## src/rtl/conv_window_sched.sv

```systemverilog
// Window sequencer for the row-serial convolution engine: walks every output
// position, streams the kernel rows of each window and writes back the result.
module conv_window_sched #(
  parameter int INPUT_DIM   = 28,
  parameter int KERNEL_SIZE = 21,
  parameter int STRIDE      = 7,
  parameter int OUTBITWIDTH = 25,
  parameter int OUTPUT_DIM  = (INPUT_DIM - KERNEL_SIZE) / STRIDE + 1,
  parameter int IDX_W       = (INPUT_DIM > 1) ? $clog2(INPUT_DIM) : 1,
  parameter int KIDX_W      = (KERNEL_SIZE > 1) ? $clog2(KERNEL_SIZE) : 1,
  parameter int OADDR_W     = (OUTPUT_DIM > 1) ? $clog2(OUTPUT_DIM * OUTPUT_DIM) : 1
) (
  input  logic                   clk,
  input  logic                   reset,
  input  logic                   start,
  output logic                   busy,
  output logic                   done,
  output logic                   eng_clear,
  output logic                   row_valid,
  input  logic                   row_ready,
  output logic [IDX_W-1:0]       in_row,
  output logic [IDX_W-1:0]       in_col,
  output logic [KIDX_W-1:0]      ker_row,
  output logic                   row_last,
  input  logic                   eng_done,
  input  logic [OUTBITWIDTH-1:0] eng_result,
  output logic                   res_we,
  input  logic                   res_ready,
  output logic [OADDR_W-1:0]     res_addr,
  output logic [OUTBITWIDTH-1:0] res_data,
  output logic [2:0]             dbg_state
);

  // Handshakes: a row beat transfers on a rising edge where row_valid and
  // row_ready are both high; a result write transfers where res_we and
  // res_ready are both high. Valid-side outputs hold steady until transfer.

  typedef enum logic [2:0] {
    S_IDLE  = 3'd0,
    S_CLEAR = 3'd1,
    S_ISSUE = 3'd2,
    S_WAIT  = 3'd3,
    S_WRITE = 3'd4,
    S_DONE  = 3'd5
  } state_t;

  localparam logic [IDX_W-1:0]  OMAX     = IDX_W'(OUTPUT_DIM - 1);
  localparam logic [KIDX_W-1:0] KMAX     = KIDX_W'(KERNEL_SIZE - 1);
  localparam logic [31:0]       STRIDE_U = 32'(STRIDE);
  localparam logic [31:0]       ODIM_U   = 32'(OUTPUT_DIM);

  state_t                 state_q, state_d;
  logic [IDX_W-1:0]       out_r_q, out_r_d;
  logic [IDX_W-1:0]       out_c_q, out_c_d;
  logic [KIDX_W-1:0]      k_q, k_d;
  logic [OUTBITWIDTH-1:0] res_data_q, res_data_d;

  logic                   busy_q, busy_d;
  logic                   done_q, done_d;
  logic                   eng_clear_q, eng_clear_d;
  logic                   row_valid_q, row_valid_d;
  logic                   row_last_q, row_last_d;
  logic [IDX_W-1:0]       in_row_q, in_row_d;
  logic [IDX_W-1:0]       in_col_q, in_col_d;
  logic [KIDX_W-1:0]      ker_row_q, ker_row_d;
  logic                   res_we_q, res_we_d;
  logic [OADDR_W-1:0]     res_addr_q, res_addr_d;

  always_comb begin
    state_d    = state_q;
    out_r_d    = out_r_q;
    out_c_d    = out_c_q;
    k_d        = k_q;
    res_data_d = res_data_q;
    case (state_q)
      S_IDLE: begin
        if (start) begin
          out_r_d = '0;
          out_c_d = '0;
          state_d = S_CLEAR;
        end
      end
      S_CLEAR: begin
        k_d     = '0;
        state_d = S_ISSUE;
      end
      S_ISSUE: begin
        if (row_valid_q && row_ready) begin
          if (k_q == KMAX) state_d = S_WAIT;
          else             k_d     = k_q + KIDX_W'(1);
        end
      end
      S_WAIT: begin
        if (eng_done) begin
          res_data_d = eng_result;
          state_d    = S_WRITE;
        end
      end
      S_WRITE: begin
        if (res_we_q && res_ready) begin
          if (out_r_q == OMAX && out_c_q == OMAX) begin
            state_d = S_DONE;
          end else if (out_c_q == OMAX) begin
            out_c_d = '0;
            out_r_d = out_r_q + IDX_W'(1);
            state_d = S_CLEAR;
          end else begin
            out_c_d = out_c_q + IDX_W'(1);
            state_d = S_CLEAR;
          end
        end
      end
      S_DONE: begin
        out_r_d = '0;
        out_c_d = '0;
        k_d     = '0;
        state_d = S_IDLE;
      end
      default: state_d = S_IDLE;
    endcase
  end

  // Outputs are computed from the next state so that the registered copies
  // line up with state_q without any input-to-output combinational path.
  always_comb begin
    busy_d      = (state_d == S_CLEAR) || (state_d == S_ISSUE) ||
                  (state_d == S_WAIT)  || (state_d == S_WRITE);
    done_d      = (state_d == S_DONE);
    eng_clear_d = (state_d == S_CLEAR);
    row_valid_d = (state_d == S_ISSUE);
    row_last_d  = (state_d == S_ISSUE) && (k_d == KMAX);
    res_we_d    = (state_d == S_WRITE);
    in_row_d    = IDX_W'(32'(out_r_d) * STRIDE_U + 32'(k_d));
    in_col_d    = IDX_W'(32'(out_c_d) * STRIDE_U);
    ker_row_d   = k_d;
    res_addr_d  = OADDR_W'(32'(out_r_d) * ODIM_U + 32'(out_c_d));
  end

  always_ff @(posedge clk) begin
    if (reset) begin
      state_q     <= S_IDLE;
      out_r_q     <= '0;
      out_c_q     <= '0;
      k_q         <= '0;
      res_data_q  <= '0;
      busy_q      <= 1'b0;
      done_q      <= 1'b0;
      eng_clear_q <= 1'b0;
      row_valid_q <= 1'b0;
      row_last_q  <= 1'b0;
      in_row_q    <= '0;
      in_col_q    <= '0;
      ker_row_q   <= '0;
      res_we_q    <= 1'b0;
      res_addr_q  <= '0;
    end else begin
      state_q     <= state_d;
      out_r_q     <= out_r_d;
      out_c_q     <= out_c_d;
      k_q         <= k_d;
      res_data_q  <= res_data_d;
      busy_q      <= busy_d;
      done_q      <= done_d;
      eng_clear_q <= eng_clear_d;
      row_valid_q <= row_valid_d;
      row_last_q  <= row_last_d;
      in_row_q    <= in_row_d;
      in_col_q    <= in_col_d;
      ker_row_q   <= ker_row_d;
      res_we_q    <= res_we_d;
      res_addr_q  <= res_addr_d;
    end
  end

  assign busy      = busy_q;
  assign done      = done_q;
  assign eng_clear = eng_clear_q;
  assign row_valid = row_valid_q;
  assign row_last  = row_last_q;
  assign in_row    = in_row_q;
  assign in_col    = in_col_q;
  assign ker_row   = ker_row_q;
  assign res_we    = res_we_q;
  assign res_addr  = res_addr_q;
  assign res_data  = res_data_q;
  assign dbg_state = state_q;

endmodule

```

## config.mk

```make
export PLATFORM = sky130hd
export DESIGN_NAME = conv_window_sched
export DESIGN_NICKNAME = d
export VERILOG_FILES = /design/src/rtl/conv_window_sched.sv
export SDC_FILE = /design/constraint.sdc
export NUM_CORES = 1
export LEC_CHECK = 0
export CAP_MARGIN = 40
export CORE_UTILIZATION = 51
export DETAILED_ROUTE_END_ITERATION = 6
export GPL_TIMING_DRIVEN = 0
export PLACE_DENSITY = 0.85
export SLEW_MARGIN = 10
export SYNTH_ARGS = -nofsm -noshare
export SYNTH_HDL_FRONTEND = slang
export SYNTH_SLANG_ARGS = --single-unit
```

## constraint.sdc

```tcl
create_clock -name clk -period 6.9 [get_ports clk]
set_input_delay 1.035 -clock clk [delete_from_list [all_inputs] [get_ports clk]]
set_output_delay 1.035 -clock clk [all_outputs]
set_load 0.005 [all_outputs]
```

==> results.toml <==
[outcome]
status = "finished clean"

[final_layout]
final_area_sq_um = 4000
n_fill_cell = 404
layout_common_cells = "clkdlybuf4s50_1 (80), nand2_1 (63), dfxtp_1 (59)"
drive_above_1_share_pct = 5.23
seq_area_sq_um = 1180
nNetsFinal = 489
final_common_cell = "clkdlybuf4s50_1"
multi_input_area_sq_um = 1550
area_growth_pct = 38.2
stdcell_count = 512
diodes = 0

[setup_path]
required_ps = 7150
reg2reg_to = "in_row[4]"
crit_end = "in_row[4]"
crit_cells = 17
r2r-start = "dbg_state[2]"
cp_top_family = "adder cells"
path_buf_inv = 4
reg2reg_depth = 16
arrival_ps = 5320
crit_path_frequent_cell = "inv_1"
ff2ff_setup_slack_ps = 2360
crit_chain = "clkdlybuf4s50_1 -> nor2b_1 -> o21ai_0 -> o21bai_1 -> a21oi_1 -> inv_1 -> fa_1 -> inv_1 -> fa_1 -> inv_1 -> ha_1 -> a21o_1 -> a21oi_1 -> xnor2_1 -> and3_1 -> or3_1 -> mux2i_1"
critPathSlowestCell = "fa_1"
cp-end-kind = "register"
worstSetupPathType = "primary input to register"
startpoint_type = "primary input"
startpoint = "start"
crit_path_max_fanout = 7
cpPeakStageDelay_ps = 530

[clocking]
numClockSinks = 59
htree_levels = 3
cts_tree = "done"
path_clk_slew_ps = 70
hold_buffers = 0
root_buffer = "clkbuf_8"
clock_path_buffers = 2
post_cts_resized = 0
cts_buffers = 9
clock_latency_ps = 330
post_cts_buffers = 0

[routing]
wl_per_cell_um = 13.7
viasPerCell = 5.32
wirelength_um = 6990
drc = 0
antenna_left = 0
drt_iter0_drc = 137
num_vias = 2724
drt_first_pass_iters = 4

[synth]
syn_inst = 345
synth_fp_nets = 398
synth_area_sq_um = 2900
synth-seq-cells = 59
synth_ff_type = "dfxtp_1"
yosys_warnings = 0
async_flop_share_pct = 0
synth_edf_count = 0
yosysSeqAreaShare_pct = 40.8
syn_area_per_cell_sq_um = 8.40
ys_types = 50

[floorplan]
fp.coreArea_sq_um = 5510
start_util_pct = 52.6
die_w_um = 77.4
boundaryPins = 82
die_area_sq_um = 5980
placementRows = 27
die_h_um = 77.4

[sta]
post-route-min-period_ps = 5080
final_max_slew_viol_count = 0
post-route-period-util_pct = 73.6
hold_violations = 0
rsz0062_at_grt = "no"
finalSetupViolCount = 0
fmax_mhz = 197
worstMarginPinSlew_ps = 715
slew_headroom_pct = 51.8
tns_ps = 0
finClkSkew_ps = 7.43

[placement]
dpl.cell_count = 497
gp_congestion = 0.860
port_buffers = 80
dp_hpwl_um = 5130
placed_area_sq_um = 3790

[global_route]
grt_pass1_wl_um = 11600
grt_start_max_net_pins = 11
antenna_found_initial = 0
grt_pass1_vias = 2615
grt.total_usage_pct = 24.7
grt-ovfl-total = 0

[power_and_ir_drop]
p_total_mw = 0.748
p_leak_nw = 1.59
power_density_nw_per_um2 = 187
ir_worst_vdd_v = 0.000142

[flow_run]
drv_cap = 0

[worst_hold_path]
hold_class = "register to register"
## kinds of logic after synthesis
kind of cell    synth area share [%]
compound gates                  14.1
simple gates                    23.0
xor+xnor                        3.67
flops                           40.8
mux                             1.08
buf+inv                         5.83
fa+ha+maj                       11.6
## per-layer routing
metal | up-vias | wire [um] | global-route usage, % | share of wire (%)
met4 | 0 | 130 | 8.87 | 1.9
met3 | 14 | 460 | 8.12 | 6.6
met1 | 1266 | 2980 | 29.7 | 43
met2 | 98 | 3420 | 40.9 | 49
li1 | 1346 | - | - | -
met5 | - | 0 | 0 | 0
## layout make-up
| cell class | count | share of cell area (%) |
|---|---|---|
| plain buffers | 19 | 1.97 |
| clock buffers | 10 | 3.44 |
| clock inverters | 5 | 1.94 |
| inverters | 24 | 2.25 |
| multi-input cells | 243 | 38.6 |
| flip-flops and latches | 59 | 29.5 |
| well taps | 72 | 2.25 |
| repair buffers | 80 | 20.0 |
## flip-flops by register name, indices dropped and copies added, names as in the netlist
| name | count |
|---|---|
| out_c_q | 5 |
| in_row | 5 |
| busy | 1 |
| eng_clear | 1 |
| dbg_state | 3 |
| res_we | 1 |
| row_last | 1 |
| in_col | 4 |
| res_data | 25 |
| out_r_q | 5 |
| res_addr | 1 |
| ker_row | 5 |
| done | 1 |
| row_valid | 1 |
## synth_stat cells (2+ instances only)
cell,number,area share (%)
o21ai_0,6,1.0
nor3b_1,3,0.78
xor2_1,3,0.91
a31oi_1,2,0.43
a21o_1,3,0.78
o211ai_1,2,0.52
a22o_1,2,0.60
ha_1,14,6.0
dfxtp_1,59,41
nor4_1,3,0.65
xnor2_1,4,1.2
and2_1,2,0.43
mux2i_1,2,0.69
o21bai_1,3,0.78
buf_4,2,0.52
inv_1,23,3.0
a21oi_1,41,7.1
nor4b_1,3,0.91
nand2_1,63,8.2
clkbuf_1,16,2.1
nand2b_1,2,0.43
nor3_1,8,1.4
nand4_1,3,0.65
and3_1,3,0.65
fa_1,8,5.5
nor2b_1,8,1.7
xnor3_1,2,1.6
nand3_1,7,1.2
nor2_1,27,3.5
## worst min-delay path by stage
stage / from / end / slack (ps) / cells past startpoint
6_report: res_data[18] / res_data[18] / 450 / 2
5_1_grt: res_data[19] / res_data[19] / 480 / 2
4_1_cts: res_data[18] / res_data[18] / 460 / 2
3_5_place_dp: res_data[11] / res_data[11] / 450 / 2
3_3_place_gp: res_data[16] / res_data[16] / 440 / 2
2_1_floorplan: res_data[0] / res_data[0] / 450 / 2
## worst min-delay path, delay by kind of cell, from the launching register on
kind / cells / cell delay [ps]
flip-flops: 1 / 310
AND/OR/NAND/NOR: 1 / 50
AO/OA/AOI/OAI: 1 / 50
## power breakdown
group          total (mW)  internal (mW)  switching, mW  leakage, nW
logic              0.0584         0.0306         0.0278         1.01
clock network       0.342          0.210          0.132        0.108
registers           0.348          0.345        0.00291        0.476
## metrics by stage
stage          hold slack (ps)  utilization [%]  setup slack, ps
2_1_floorplan              453                -             2530
3_3_place_gp               440             68.8             1630
3_5_place_dp               450             68.8             1550
4_1_cts                    457             72.7             1860
5_1_grt                    483             72.7             1570
6_report                   454             72.7             1820
(Power assumes the default switching activity.)
